<file path="src/rtl/fg_pkg.sv">
`default_nettype none
// ============================================================================
// Module      : fg_pkg
// Description : Types and constants shared by the func_gen block and its
//               configuration controller: waveform selector, count limits,
//               controller state encoding.
// Revision    : 1.0 - initial release
// ============================================================================
package fg_pkg;

   // Waveform selector, also consumed by func_gen
   typedef enum logic [1:0] {
      SINE     = 2'd0,
      TRIANGLE = 2'd1,
      SQUARE   = 2'd2,
      PWM      = 2'd3
   } signal_t;

   // ROM-based waveforms have a smaller legal period divider than the
   // pulse waveforms, which need no table
   localparam int unsigned MAX_COUNT_ROM   = 9999;
   localparam int unsigned MAX_COUNT_PULSE = 499999;

   typedef enum logic [1:0] {
      IDLE    = 2'd0,
      PENDING = 2'd1,
      SWEEP   = 2'd2
   } ctrl_state_t;

   // True for waveforms limited by MAX_COUNT_PULSE
   function automatic logic is_pulse_type(input signal_t t);
      return (t == SQUARE) || (t == PWM);
   endfunction

endpackage
`default_nettype wire

</file>
<file path="src/rtl/fg_sweep_step.sv">
`default_nettype none
// ============================================================================
// Module      : fg_sweep_step
// Description : Combinational next-count calculator for the linear frequency
//               sweep. Steps the current count toward stop, clamps at stop,
//               and reloads start once stop has been reached (sawtooth).
// Ports       : cur        - current set_count
//               start      - sweep start count (reload value)
//               stop       - sweep end count
//               step       - step magnitude
//               up         - 1: counting up toward stop, 0: counting down
//               next_count - value set_count takes at the step point
// Revision    : 1.0 - initial release
// ============================================================================
module fg_sweep_step (
   input  logic [31:0] cur,
   input  logic [31:0] start,
   input  logic [31:0] stop,
   input  logic [15:0] step,
   input  logic        up,
   output logic [31:0] next_count
);
   import fg_pkg::*;

   // 33-bit arithmetic so neither direction can wrap
   logic [32:0] w_sum;
   logic [32:0] w_floor;
   logic [32:0] w_diff;

   assign w_sum   = {1'b0, cur}  + {17'b0, step};
   assign w_diff  = {1'b0, cur}  - {17'b0, step};
   // cur - step < stop  is evaluated as  cur < stop + step  to avoid borrow
   assign w_floor = {1'b0, stop} + {17'b0, step};

   always_comb begin
      next_count = cur;
      if (cur == stop) begin
         next_count = start;
      end else if (up) begin
         next_count = (w_sum > {1'b0, stop}) ? stop : w_sum[31:0];
      end else begin
         next_count = ({1'b0, cur} < w_floor) ? stop : w_diff[31:0];
      end
   end

endmodule
`default_nettype wire

</file>
<file path="src/rtl/fg_config_ctrl.sv">
`default_nettype none
// ============================================================================
// Module      : fg_config_ctrl
// Description : Configuration sequencer in front of func_gen. Accepts and
//               range-checks requests over valid/ready, applies them only at a
//               waveform period boundary (or after a timeout), and runs an
//               optional sawtooth frequency sweep on set_count.
// Ports       : clk, rst_n            - clock, async active-low reset
//               cfg_valid/cfg_ready   - request handshake
//               cfg_sig_type/count/duty, cfg_sweep_* - request payload
//               period_tick           - period boundary pulse from func_gen
//               set_count/sig_type/duty_cycle - settings to func_gen
//               cfg_err               - one-cycle pulse on rejected request
//               pending               - accepted config awaiting boundary
//               sweep_active          - sweep running
// Revision    : 1.0 - initial release
// ============================================================================
module fg_config_ctrl #(
   parameter int unsigned DEFAULT_COUNT   = 999,
   parameter int unsigned MAX_COUNT_ROM   = fg_pkg::MAX_COUNT_ROM,
   parameter int unsigned MAX_COUNT_PULSE = fg_pkg::MAX_COUNT_PULSE,
   parameter int unsigned TIMEOUT         = 1000000
) (
   input  logic        clk,
   input  logic        rst_n,
   input  logic        cfg_valid,
   output logic        cfg_ready,
   input  logic [1:0]  cfg_sig_type,
   input  logic [31:0] cfg_count,
   input  logic [7:0]  cfg_duty,
   input  logic        cfg_sweep_en,
   input  logic [31:0] cfg_sweep_stop,
   input  logic [15:0] cfg_sweep_step,
   input  logic [7:0]  cfg_sweep_dwell,
   input  logic        period_tick,
   output logic [31:0] set_count,
   output logic [1:0]  sig_type,
   output logic [7:0]  duty_cycle,
   output logic        cfg_err,
   output logic        pending,
   output logic        sweep_active
);
   import fg_pkg::*;

   localparam logic [31:0] c_default_count = 32'(DEFAULT_COUNT);
   localparam logic [31:0] c_limit_rom     = 32'(MAX_COUNT_ROM);
   localparam logic [31:0] c_limit_pulse   = 32'(MAX_COUNT_PULSE);
   localparam logic [31:0] c_tmo_last      = 32'(TIMEOUT - 1);
   localparam logic [7:0]  c_reset_duty    = 8'd128;

   ctrl_state_t r_state;

   // Output registers
   logic [31:0] r_set_count;
   logic [1:0]  r_sig_type;
   logic [7:0]  r_duty;
   logic        r_cfg_err;
   logic        r_pending;
   logic        r_sweep_active;

   // Shadow copy of the accepted request
   logic [1:0]  r_sh_sig;
   logic [31:0] r_sh_count;
   logic [7:0]  r_sh_duty;
   logic        r_sh_sweep_en;
   logic [31:0] r_sh_stop;
   logic [15:0] r_sh_step;
   logic [7:0]  r_sh_dwell;
   logic        r_sh_up;

   logic [31:0] r_tmo;
   logic [7:0]  r_dwell_cnt;

   logic        w_xfer;
   logic [31:0] w_limit;
   logic        w_cfg_ok;
   logic        w_apply;
   logic [7:0]  w_dwell_eff;
   logic        w_dwell_hit;
   logic [31:0] w_next_count;

   assign cfg_ready = (r_state != PENDING);
   assign w_xfer    = cfg_valid && cfg_ready;

   assign w_limit  = is_pulse_type(signal_t'(cfg_sig_type)) ? c_limit_pulse : c_limit_rom;
   assign w_cfg_ok = (cfg_count <= w_limit) &&
                     (!cfg_sweep_en || ((cfg_sweep_stop <= w_limit) &&
                                        (cfg_sweep_step != 16'd0) &&
                                        (cfg_sweep_stop != cfg_count)));

   assign w_apply = (r_state == PENDING) && (period_tick || (r_tmo == c_tmo_last));

   // A dwell of zero behaves as one period per step
   assign w_dwell_eff = (r_sh_dwell == 8'd0) ? 8'd1 : r_sh_dwell;
   assign w_dwell_hit = ({1'b0, r_dwell_cnt} + 9'd1) >= {1'b0, w_dwell_eff};

   fg_sweep_step u_sweep_step (
      .cur        (r_set_count),
      .start      (r_sh_count),
      .stop       (r_sh_stop),
      .step       (r_sh_step),
      .up         (r_sh_up),
      .next_count (w_next_count)
   );

   always_ff @(posedge clk or negedge rst_n) begin
      if (!rst_n) begin
         r_state        <= IDLE;
         r_set_count    <= c_default_count;
         r_sig_type     <= SINE;
         r_duty         <= c_reset_duty;
         r_cfg_err      <= 1'b0;
         r_pending      <= 1'b0;
         r_sweep_active <= 1'b0;
         r_sh_sig       <= SINE;
         r_sh_count     <= '0;
         r_sh_duty      <= '0;
         r_sh_sweep_en  <= 1'b0;
         r_sh_stop      <= '0;
         r_sh_step      <= '0;
         r_sh_dwell     <= '0;
         r_sh_up        <= 1'b0;
         r_tmo          <= '0;
         r_dwell_cnt    <= '0;
      end else begin
         r_cfg_err <= w_xfer && !w_cfg_ok;

         case (r_state)
            IDLE, SWEEP: begin
               if (w_xfer && w_cfg_ok) begin
                  // A new request pre-empts any sweep; outputs hold until apply
                  r_sh_sig       <= cfg_sig_type;
                  r_sh_count     <= cfg_count;
                  r_sh_duty      <= cfg_duty;
                  r_sh_sweep_en  <= cfg_sweep_en;
                  r_sh_stop      <= cfg_sweep_stop;
                  r_sh_step      <= cfg_sweep_step;
                  r_sh_dwell     <= cfg_sweep_dwell;
                  r_sh_up        <= (cfg_sweep_stop > cfg_count);
                  r_tmo          <= '0;
                  r_pending      <= 1'b1;
                  r_sweep_active <= 1'b0;
                  r_state        <= PENDING;
               end else if ((r_state == SWEEP) && period_tick) begin
                  if (w_dwell_hit) begin
                     r_dwell_cnt <= '0;
                     r_set_count <= w_next_count;
                  end else begin
                     r_dwell_cnt <= r_dwell_cnt + 8'd1;
                  end
               end
            end

            PENDING: begin
               if (w_apply) begin
                  r_set_count    <= r_sh_count;
                  r_sig_type     <= r_sh_sig;
                  r_duty         <= r_sh_duty;
                  r_pending      <= 1'b0;
                  r_sweep_active <= r_sh_sweep_en;
                  r_dwell_cnt    <= '0;
                  r_state        <= r_sh_sweep_en ? SWEEP : IDLE;
               end else begin
                  r_tmo <= r_tmo + 32'd1;
               end
            end

            default: r_state <= IDLE;
         endcase
      end
   end

   assign set_count    = r_set_count;
   assign sig_type     = r_sig_type;
   assign duty_cycle   = r_duty;
   assign cfg_err      = r_cfg_err;
   assign pending      = r_pending;
   assign sweep_active = r_sweep_active;

endmodule
`default_nettype wire

</file>
<file path="config.mk">
export PLATFORM = sky130hd
export DESIGN_NAME = fg_config_ctrl
export DESIGN_NICKNAME = d
export VERILOG_FILES = /design/src/rtl/fg_pkg.sv /design/src/rtl/fg_sweep_step.sv /design/src/rtl/fg_config_ctrl.sv
export SDC_FILE = /design/constraint.sdc
export NUM_CORES = 1
export LEC_CHECK = 0
export ABC_AREA = 1
export BUFFER_PORTS_ARGS = -buffer_cell sky130_fd_sc_hd__buf_4
export CELL_PAD_IN_SITES_DETAIL_PLACEMENT = 0
export CELL_PAD_IN_SITES_GLOBAL_PLACEMENT = 1
export CORE_MARGIN = 1
export CORE_UTILIZATION = 44
export DETAILED_ROUTE_END_ITERATION = 6
export PLACE_DENSITY_LB_ADDON = 0.1
export REMOVE_ABC_BUFFERS = 1
export SLEW_MARGIN = 30
export SYNTH_ARGS = -nofsm -noshare
export SYNTH_HDL_FRONTEND = slang
export SYNTH_SLANG_ARGS = --single-unit
</file>
<file path="constraint.sdc">
create_clock -name clk -period 5.8 [get_ports clk]
set_clock_uncertainty 0.2 [all_clocks]
set_input_delay 0.58 -clock clk [delete_from_list [all_inputs] [get_ports clk]]
set_output_delay 0.58 -clock clk [all_outputs]
set_load 0.05 [all_outputs]
</file>
Word-level counts from Yosys, hierarchy flattened:

Cells that the tools add are included.

* flip-flop bits (word level): 187
* bits in latches: 0
* RAM bits: 0
* bits in read-only memories: 0
* input bits: 103
* output and inout port bits: 46
* word-level logic and storage cells: 97
* memories kept: 0

* $add $sub $neg: 6
* multipliers: 0
* divide/modulo/power cells: 0
* $lt $le $gt $ge: 6
* equal/unequal tests: 14
* shift operators: 0
* mux-type cells: 29
* bitwise operators: 0
* reductions and logical operators: 25

Operators with widths (count)
* $mux W32: 10
* $pmux W32 S2: 2
* $add A32 B16 Y33: 2
* $le A32 B19 Y1: 2
* $mux W8: 5
* $gt A33 B32 Y1: 1
* $lt A32 B33 Y1: 1
* $add A32 B1 Y32 const B: 1
* $eq A32 B20 Y1 const B: 1
* $eq A32 B32 Y1: 1
* $gt A32 B32 Y1: 1
* $ne A32 B32 Y1: 1
* $sub A32 B16 Y32: 1
* $mux W19: 1
* $pmux W8 S2: 1
* $reduce_bool A16 Y1: 1
* $ne A2 B2 Y1 const B: 6
* $add A8 B1 Y9 const B: 1
* $ge A9 B8 Y1: 1
* $add A8 B1 Y8 const B: 1
* $logic_and A1 B1 Y1: 8
* $logic_not A8 Y1: 1
* $eq A2 B2 Y1 const B: 3
* $mux W2: 3
* other kinds (14): 24

Depth between registers and ports, before layout:

Gate-level depths: netlist of run 1.

* depth after elaboration: 11
* depth in mapped cells: 33
* gate-level depth less buffers: 31

Cells and area by module:

Synthesis of run 1 repeated with hierarchy kept, for this count alone.

* cell total of the unflattened synthesis: 2810
* area total of the unflattened synthesis: 17958.5 µm²

Modules (own cells, without submodules)
* fg_config_ctrl: times used 1, cells each 1338, area an instance 10141.0 µm², sequential area each 4690.7 µm²
* fg_sweep_step: times used 1, cells each 1472, area an instance 7817.5 µm², sequential area each 0.0 µm²

Worst setup path after synthesis of run 1:

OpenSTA, ideal clock, no wires.

* path kind: register to register
* start point: register r_set_count[1] (netlist: set_count[1])
* end point: register r_set_count[27] (netlist: set_count[27])
* library setup time: 118 ps
* arrival time: 3976 ps
* data required time: 5482 ps
* setup slack: 1506 ps
* stages on the path, launching flop included: 28
* buffers on the path: 1
* cell sequence: dfstp_2 -> inv_1 -> fa_1 -> or2_1 -> o21ai_2 -> nand2_1 -> nand2_2 -> nand2_2 -> nand2_4 -> nand3_1 -> nor2_1 -> xor2_1 -> inv_1 -> ha_1 -> nand2_1 -> inv_1 -> nand3_1 -> nor3b_1 -> inv_1 -> a21oi_4 -> nand3_2 -> nand2_4 -> buf_4 -> nand3_1 -> nand3_1 -> nand2_1 -> nand2_1 -> nand2_1

* cells in the longest elaborated chain, start to end: 9
* elaborated cells between the ends (all ways): 13
* classes of those cells: add/sub: 2; order compare: 2; eq/ne: 1; mux: 8

Ends and longest elaborated chain
* from (decl): RTL line fg_config_ctrl.sv:54 `logic [31:0] r_set_count;`
* from (signal assigned): RTL line fg_config_ctrl.sv:109 `r_set_count <= c_default_count;`
* from (signal assigned): RTL line fg_config_ctrl.sv:147 `r_set_count <= w_next_count;`
* from (signal assigned): RTL line fg_config_ctrl.sv:156 `r_set_count <= r_sh_count;`
* $add A32 B16 Y33: RTL line fg_sweep_step.sv:30 `assign w_sum = {1'b0, cur} + {17'b0, step};`
* $gt A33 B32 Y1: RTL line fg_sweep_step.sv:40 `next_count = (w_sum > {1'b0, stop}) ? stop : w_sum[31:0];`
* $mux W32: RTL line fg_sweep_step.sv:40
* $mux W32: RTL line fg_sweep_step.sv:39 `end else if (up) begin`
* $mux W32 (*): RTL line fg_sweep_step.sv:37 `if (cur == stop) begin`
* $mux W32 (*): RTL line fg_config_ctrl.sv:145 `if (w_dwell_hit) begin`
* $mux W32 (*): RTL line fg_config_ctrl.sv:144 `end else if ((r_state == SWEEP) && period_tick) begin`
* $mux W32 (*): RTL line fg_config_ctrl.sv:130 `if (w_xfer && w_cfg_ok) begin`
* $pmux W32 S2 (*): RTL line fg_config_ctrl.sv:128 `case (r_state)`

Every way passes the cells marked *; elsewhere a longest branch is shown, timed or not. The select of a mux whose other input is x is not followed.
A chain may end at the register's enable or synchronous reset.

Worst setup path in the final report of run 1:

* start point: register r_set_count[0] (netlist: set_count[0])
* end point: register r_set_count[4] (netlist: set_count[4])

Same word-level chain as after synthesis.

==> results.cfg, run 1 <==
[sta]
tightestPinTransition_ns = 0.9558
maxSlewViolCount = 0
worst_slack_ns = 0.5852
period_needed_ns = 5.215
setup_viol = 0
fin_crit_sh_pct = 89.91
clock.fmax_ghz = 0.1918
rsz0062_at_grt = false
tns_ns = 0
hold_viol = 0
max-slew-margin-rel_pct = 36.28

[clocking]
cts-root-buf = clkbuf_16
cts_tree = yes
ctsResizeCount = 0
clk_latency_ns = 0.47
cts_made_buffers = 17
clkSlewWorstSetupHoldPaths_ns = 0.09
clockBufferDepth = 2
htreeDepth = 4
cts_sinks = 187
cts_setup_buffers = 0

[synthesis]
ys.warnings.count = 0
netlist_instances = 2636
ys.flop_type = dfrtp_1
avgSynthCellArea_um2 = 6.560
synth_cell_types = 54
ys_async_sr_fraction_pct = 100.0
ys_top_cells_by_area = dfrtp_1, nand2_1, ha_1
syn_area_mm2 = 0.01729
yosysTopAreaCellShare_pct = 25.76
synth_edf_count = 0
synth-seq-cells = 187
yosysSeqAreaShare_pct = 27.13
synth_largest_area_cell = dfrtp_1

[placement]
dp_hpwl_um = 47490
place.gp.congestion = 0.9180
port_buffers = 148
place_ws_ns = 0.6780

[routing]
drt-pass1-iter-count = 6
routed_wl_um = 61520
ant_nets = 0
routed_via_density = 5.386
routedWlPerCell_um = 18.79
dr_total_vias = 17634
drc = 0
drt_iter0_drc = 1353

[setup_path]
slowest_stage = dfstp_2
cp_max_fo = 32
cp_slowest_stage_delay_ns = 0.62
path_common_cell = nand2_1
start_kind = flip-flop
critPathKind = reg -> reg
crit_path_end_kind = flip-flop
required_ns = 6.01
worstPathArrival_ns = 5.42

[power_and_ir_drop]
leakage_nw = 11.11
power_density_mw_per_mm2 = 144.3
vdd_drop_max_mv = 0.1884

[global_route]
antenna_found_initial = 0
grt_usage_pct = 31.14
grt_overflow = 0
grt_pass1_wl_um = 96990
grt_pass1_vias = 17018
grt_max_degree = 91

[floorplan]
die_y_um = 200.2
die_x_um = 200.2
core_mm2 = 0.03874
rows = 72
dieArea_mm2 = 0.04010
initial_core_util_pct = 44.64
ios = 149

[layout]
final_cell_mix = nand2_1, inv_1, nor2_1
num_antenna_cells = 0
drive_gt1_share_pct = 9.615
final_common_cell = nand2_1
areaGrowthSynthToFinish_pct = 12.37
nets = 3016

[min_path]
hp-class = in -> reg

[flow_run]
maxCapViolations = 0

[status]
status = complete, no violations
## synthesized netlist by cell type (all sizes together) (9+ instances only)
cell type / number
nand2: 802
nor2: 228
dfrtp: 178
nand4: 62
clkbuf: 25
a21oi: 112
dfstp: 9
nor4: 30
xnor2: 21
inv: 365
nand3: 215
o21ai: 177
buf: 60
nor3: 53
ha: 167
xor2: 75
## critical path: cells and delay by family (launching register included)
family	cells	cell delay, ns
AO/OA/AOI/OAI	2	0.36
adder cells (fa/ha/maj)	3	0.91
AND/OR/NAND/NOR	18	2.48
XOR/XNOR	1	0.20
flip-flops	1	0.62
buffers and inverters	4	0.34
## power by group
part,total (mW),internal (mW),switching (mW)
clock network,1.29,0.635,0.651
registers,1.31,1.30,0.00187
logic,0.212,0.0878,0.124
## sequential cells by signal, indices dropped and copies added, names as in the netlist, 2 cells and up
name / count
sig_type: 2
set_count: 32
r_state: 2
r_sh_step: 16
duty_cycle: 8
r_sh_sig: 2
r_dwell_cnt: 8
r_sh_stop: 32
r_tmo: 32
r_sh_duty: 8
r_sh_count: 32
r_sh_dwell: 8
## metal layers
metal | vias to the layer above | share of wire [%] | routed length [um] | GRT usage [%]
li1 | 8700 | - | - | -
met1 | 8309 | 47 | 28860 | 44.79
met2 | 562 | 44 | 26950 | 47.66
met3 | 63 | 7.3 | 4463 | 5.581
met4 | 0 | 2.0 | 1248 | 8.434
met5 | - | 0 | 0 | 0
## layout make-up
cell class	count	area, um2
tap	518	648.1
timing repair buffer	173	1320
clock inverter	15	215.2
inverter	369	1388
fill	4010	19310
multi-input combinational	1995	10740
clock buffer	17	425.4
sequential	187	4691
## cell families after synthesis
kind of cell / synth area share [%]
buffers and inverters: 10.79
adders and majority gates: 12.43
and+or+nand+nor: 34.51
AOI/OAI and AO/OA: 10.22
muxes: 0.06512
xor gates and xnor gates: 4.863
DFF: 27.13
## per-stage QoR
step                total power, mW  hold WS, ns  utilization, %  instances  cell area [um2]
global placement              1.540       0.2496           48.48       3241            18780
global route                  2.907       0.1093           50.16       3274            19430
CTS                           2.835      0.09412           50.16       3274            19430
floorplan                     1.416      0.08441               -       2551            16810
detailed placement            1.545       0.2519           48.48       3241            18780
finish                        2.804       0.1186           50.16       3274            19430
## timing repair
action                                  in CTS  in global routing
hold buffers                                 1                  0
endpoints found under the hold margin        9                  0
endpoints found under the setup margin       0                  0
## worst paths after layout
kind | cells after the start | slack [ns] | end | start
setup / recovery | 28 | 0.59 | set_count[4] | set_count[0]
hold / removal | 3 | 0.12 | r_sh_dwell[3] | cfg_sweep_dwell[3]
setup reg to reg | 28 | 0.59 | set_count[4] | set_count[0]
hold reg to reg | 2 | 0.27 | r_sh_count[24] | r_sh_count[24]
max in group asynchronous | 3 | 3.59 | set_count[12] | rst_n
min in group asynchronous | 2 | 0.57 | r_sh_step[6] | rst_n
No activity file was read; power rests on OpenSTA's default activity.
==> inputs of run 2 (changes only) <==
Settings changed: CORE_UTILIZATION 44 to 47, REMOVE_ABC_BUFFERS 1 to default.
Clock period 5.8 ns to 6.6 ns, I/O delays scaled along.
==> run 2 against run 1 <==
Sequential cell count did not move. Clock-buffer cell count rose by 1. Power fell by 14%. Sequential share of layout area rose by 0.25 points. Largest cell class unchanged.
==> results.cfg, run 2 (synthesis gave the netlist of run 1 again) <==
[status]
status = complete, no violations

[setup_path]
cp_max_fo = 33
reg2reg_from = set_count[0]
slowest_stage = dfstp_2
critPathKind = reg -> reg
r2r_setup_slack_ns = 1.24
crit_path_end_kind = flip-flop
cp_slowest_stage_delay_ns = 0.59
worstPathArrival_ns = 5.55
start_kind = flip-flop
reg2reg_depth = 28
path_common_cell = nand2_1
reg2reg_to = set_count[24]
required_ns = 6.79

[sta]
rsz0062_at_grt = false
maxSlewViolCount = 0
worst_slack_ns = 1.238
max-slew-margin-rel_pct = 42.68
hold_viol = 0
fin_crit_sh_pct = 81.24
clock.fmax_ghz = 0.1865
tightestPinTransition_ns = 0.8597
tns_ns = 0
period_needed_ns = 5.362
setup_viol = 0

[routing]
routed_wl_um = 58970
drt-pass1-iter-count = 7
ant_nets = 0
drt_iter0_drc = 1592
dr_total_vias = 17674
routedWlPerCell_um = 18.41
routed_via_density = 5.516
drc = 0

[flow_run]
maxCapViolations = 0

[floorplan]
initial_core_util_pct = 48.15
dieArea_mm2 = 0.03756
die_x_um = 193.8
ios = 149
die_y_um = 193.8
core_mm2 = 0.03591
rows = 69

[global_route]
grt_pass1_vias = 17043
grt_max_degree = 76
antenna_found_initial = 0
grt_pass1_wl_um = 93720
grt_overflow = 0
grt_usage_pct = 31.77

[layout]
num_antenna_cells = 0
drive_gt1_share_pct = 9.187
final_common_cell = nand2_1
final_cell_mix = nand2_1, inv_1, nor2_1
nets = 3003
areaGrowthSynthToFinish_pct = 11.23

[clocking]
cts_setup_buffers = 0
cts_sinks = 187
cts_tree = yes
cts-root-buf = clkbuf_16
clkSlewWorstSetupHoldPaths_ns = 0.08
clk_latency_ns = 0.46
htreeDepth = 4
cts_made_buffers = 17
clockBufferDepth = 2

[placement]
dp_hpwl_um = 45570
place_ws_ns = 1.317
place.gp.congestion = 0.9352
port_buffers = 148

[synthesis]
syn_nets = 2909

[power_and_ir_drop]
leakage_nw = 11.02
power_density_mw_per_mm2 = 125.6
vdd_drop_max_mv = 0.1701

[min_path]
hp-class = in -> reg
min_delay_path_depth = 3
min_to = r_sh_duty[0]
worstHoldStart = cfg_duty[0]
==> run 2: changes by cell type in the layout (fill, tap and decap cells not counted), sizes merged <==
cell | before | now
inv | 372 | 371
buf | 171 | 158
clkinvlp | 0 | 3
clkinv | 11 | 9
bufinv | 1 | 0
clkbuf | 18 | 19
==> run 2: critical path: cells and delay by family, from the launching register on <==
family,cells,cell delay (ns)
flops,1,0.59
simple gates,17,2.57
xor+xnor,1,0.22
fa+ha+maj,3,0.84
compound gates,2,0.44
buf+inv,5,0.38
==> run 2: worst max path at each step <==
stage / startpoint / endpoint / slack [ns] / depth (start not counted)
after detailed placement: set_count[0] / set_count[24] / 1.32 / 28
after CTS: set_count[0] / set_count[24] / 1.29 / 28
after global routing: r_sh_stop[0] / set_count[7] / 0.85 / 28
after global placement: set_count[0] / set_count[24] / 1.32 / 28
after floorplan: set_count[1] / set_count[27] / 2.31 / 27
final: set_count[0] / set_count[24] / 1.24 / 28
==> run 2: cell type report <==
type                       instances  area, um2
clock inverter                    14      166.4
multi-input combinational       1995      10740
clock buffer                      18      439.2
timing repair buffer             160       1226
tap                              461      576.8
fill                            3668      16680
sequential                       187       4691
inverter                         369       1390
==> run 2: timing repair <==
item | CTS | global route
setup endpoints to repair | 0 | 0
resized for setup | 0 | 0
hold buffers | 1 | 0
hold endpoints to repair | 30 | 0
==> run 2: report_power, final <==
| part | switching (mW) | internal, mW | leakage, nW | total [mW] |
|---|---|---|---|---|
| logic | 0.106 | 0.0774 | 8.62 | 0.183 |
| clock network | 0.563 | 0.523 | 0.285 | 1.09 |
| registers | 0.00168 | 1.15 | 2.12 | 1.15 |
==> run 2: layer usage <==
layer / track usage (%) / wire length (um)
met1: 45.83 / 27480
met2: 50.01 / 26060
met3: 4.314 / 4368
met4: 7.878 / 1068
met5: 0 / 0
==> run 2: per-stage QoR <==
step           hold slack [ns]  utilization (%)  total power, mW  cell area (um2)  std cells
2_1_floorplan           0.1644                -            1.246            17290       2636
3_3_place_gp            0.2494            51.82            1.351            18610       3171
3_5_place_dp            0.2521            51.84            1.355            18620       3171
4_1_cts                 0.1915            53.55            2.444            19230       3204
5_1_grt                 0.1930            53.55            2.503            19230       3204
6_report                0.2035            53.55            2.416            19230       3204
==> inputs of run 3 (changes only) <==
Settings changed: CORE_UTILIZATION 47 to 40.
Clock period 6.6 ns to 4.4 ns, I/O delays scaled along.
==> run 3 against run 2 <==
Design area grew 15%. Highest routed layer is now met5. Maximum frequency grew 20%. Final cell count grew 10%. Hold slack lost 0.18 ns. Via count grew 5.2%. The flow now finishes with violations (negative setup slack). Sequential share of layout area shrank 3.1 points. Utilization shrank 1.3 points. Largest cell class unchanged. Sequential power grew 50%.
==> results.cfg, run 3 (synthesis gave the netlist of run 1 again) <==
[status]
status = complete, but fails checks
violations = negative setup slack

[sta]
worst_slack_ns = -0.05859
fin_crit_sh_pct = 101.3
hold_viol = 0
max-slew-margin-rel_pct = 48.53
setup_viol = 26
period_needed_ns = 4.459
maxSlewViolCount = 0
clock.fmax_ghz = 0.2243
rsz0062_at_grt = true
tightestPinTransition_ns = 0.7713

[clocking]
cts_sinks = 187
clockBufferDepth = 2
clk_latency_ns = 0.47
cts_made_buffers = 17
htreeDepth = 4
clkSlewWorstSetupHoldPaths_ns = 0.08
cts_tree = yes
cts-root-buf = clkbuf_16

[flow_run]
maxCapViolations = 0

[setup_path]
crit_buf_inv = 4
cp-endpoint = set_count[26]
crit_cells = 28
path_common_cell = nand2_1
r2r_setup_slack_ns = -0.06
reg2reg_from = set_count[0]
crit_family = simple AND/OR/NAND/NOR gates
start_kind = flip-flop
cp_slowest_stage_delay_ns = 0.56
crit_path_end_kind = flip-flop
reg2reg_to = set_count[26]
required_ns = 4.60
crit_path_start = set_count[0]
reg2reg_depth = 28
critPathKind = reg -> reg
worstPathArrival_ns = 4.66
cp_max_fo = 7
slowest_stage = dfstp_2

[min_path]
hp-class = in -> reg

[floorplan]
die_y_um = 209.9
core_mm2 = 0.04232
rows = 75
dieArea_mm2 = 0.04406
ios = 149
initial_core_util_pct = 40.86
die_x_um = 209.9

[global_route]
grt_pass1_wl_um = 100700
grt_pass1_vias = 17823
grt_max_degree = 115
antenna_found_initial = 1
grt_overflow = 0
grt_usage_pct = 29.91

[layout]
fill_cells = 4394
final_cell_mix = nand2_1, inv_1, buf_4
nets = 3218
utilization_pct = 52.22
num_antenna_cells = 0
drive_gt1_share_pct = 18.63
areaGrowthSynthToFinish_pct = 27.82
final_cells = 3535
final_area_mm2 = 0.02210
final_common_cell = nand2_1

[placement]
place.gp.congestion = 0.9279
port_buffers = 148
dp_hpwl_um = 50770
dpl_cell_area_mm2 = 0.01989
dp_cells = 3422

[routing]
drt-pass1-iter-count = 5
routedWlPerCell_um = 18.71
routed_wl_um = 66150
routed_via_density = 5.259
dr_total_vias = 18590
drc = 0
ant_nets = 0
drt_iter0_drc = 1419

[power_and_ir_drop]
leakage_nw = 12.25
vdd_drop_max_mv = 0.2978
power_density_mw_per_mm2 = 169.4
power.total_mw = 3.744

[synthesis]
syn_nets = 2909
==> run 3: cell types whose count changed in the layout (fill, tap and decap cells not counted), sizes merged <==
cell | before | now
buf | 158 | 331
bufinv | 0 | 2
clkbuf | 19 | 21
clkinv | 9 | 10
clkinvlp | 3 | 1
dlygate4sd3 | 1 | 40
==> run 3: how the worst min path moves through the flow <==
stage / end / startpoint / slack [ns] / cells after the start
2_1_floorplan: cfg_err / rst_n / -0.06 / 0
3_3_place_gp: r_sh_count[27] / r_sh_count[27] / 0.25 / 2
3_5_place_dp: r_sh_count[30] / r_sh_count[30] / 0.25 / 2
4_1_cts: r_sh_step[6] / cfg_sweep_step[6] / 0.001 / 3
5_1_grt: r_sh_stop[12] / cfg_sweep_stop[12] / 0.03 / 3
6_report: r_sh_step[6] / cfg_sweep_step[6] / 0.02 / 3
==> run 3: cell type report <==
| cell class | instances | area [um2] | share of cell area, % |
|---|---|---|---|
| sequential | 187 | 4695 | 21.24 |
| clock inverter | 15 | 205.2 | 0.9284 |
| timing repair buffer | 375 | 3248 | 14.70 |
| tap | 577 | 721.9 | 3.266 |
| multi-input combinational | 1995 | 11420 | 51.66 |
| clock buffer | 17 | 425.4 | 1.925 |
| inverter | 369 | 1390 | 6.289 |
==> run 3: worst min-delay path, cell delays in order <==
cell	delay (ns)
buf_4	0.09
nand2_1	0.06
o21ai_0	0.06
==> run 3: where the power goes <==
part	internal [mW]	total [mW]	leakage (nW)	switching [mW]
clock network	0.873	1.70	0.304	0.827
registers	1.72	1.72	2.12	0.00232
logic	0.146	0.322	9.82	0.176
==> run 3: metal layers <==
metal / vias up / track usage (%) / share of wire, %
met1: 8753 / 42.93 / 46
met5: - / 0 / 0.020
li1: 9109 / - / -
met2: 647 / 45.98 / 44
met4: 2 / 9.187 / 2.4
met3: 79 / 4.609 / 7.2
==> run 3: timing repair <==
action | in CTS | in global routing
setup endpoints to repair | 32 | 32
hold buffers | 40 | 0
endpoints found under the hold margin | 130 | 0
resized for setup | 41 | 130
pin swaps | 17 | 80
buffers inserted | 23 | 10
gates cloned | 3 | 6
==> run 3: per-stage QoR <==
| step | hold WS (ns) | setup WS [ns] | TNS, ns |
|---|---|---|---|
| after detailed placement | 0.2524 | -0.3726 | -9.895 |
| after CTS | 0.001004 | 0.01547 | 0 |
| final | 0.01967 | -0.05859 | -0.5641 |
| after floorplan | -0.05559 | 0.1057 | 0 |
| after global placement | 0.2491 | -0.3523 | -9.118 |
| after global routing | 0.02722 | -0.2149 | -5.921 |
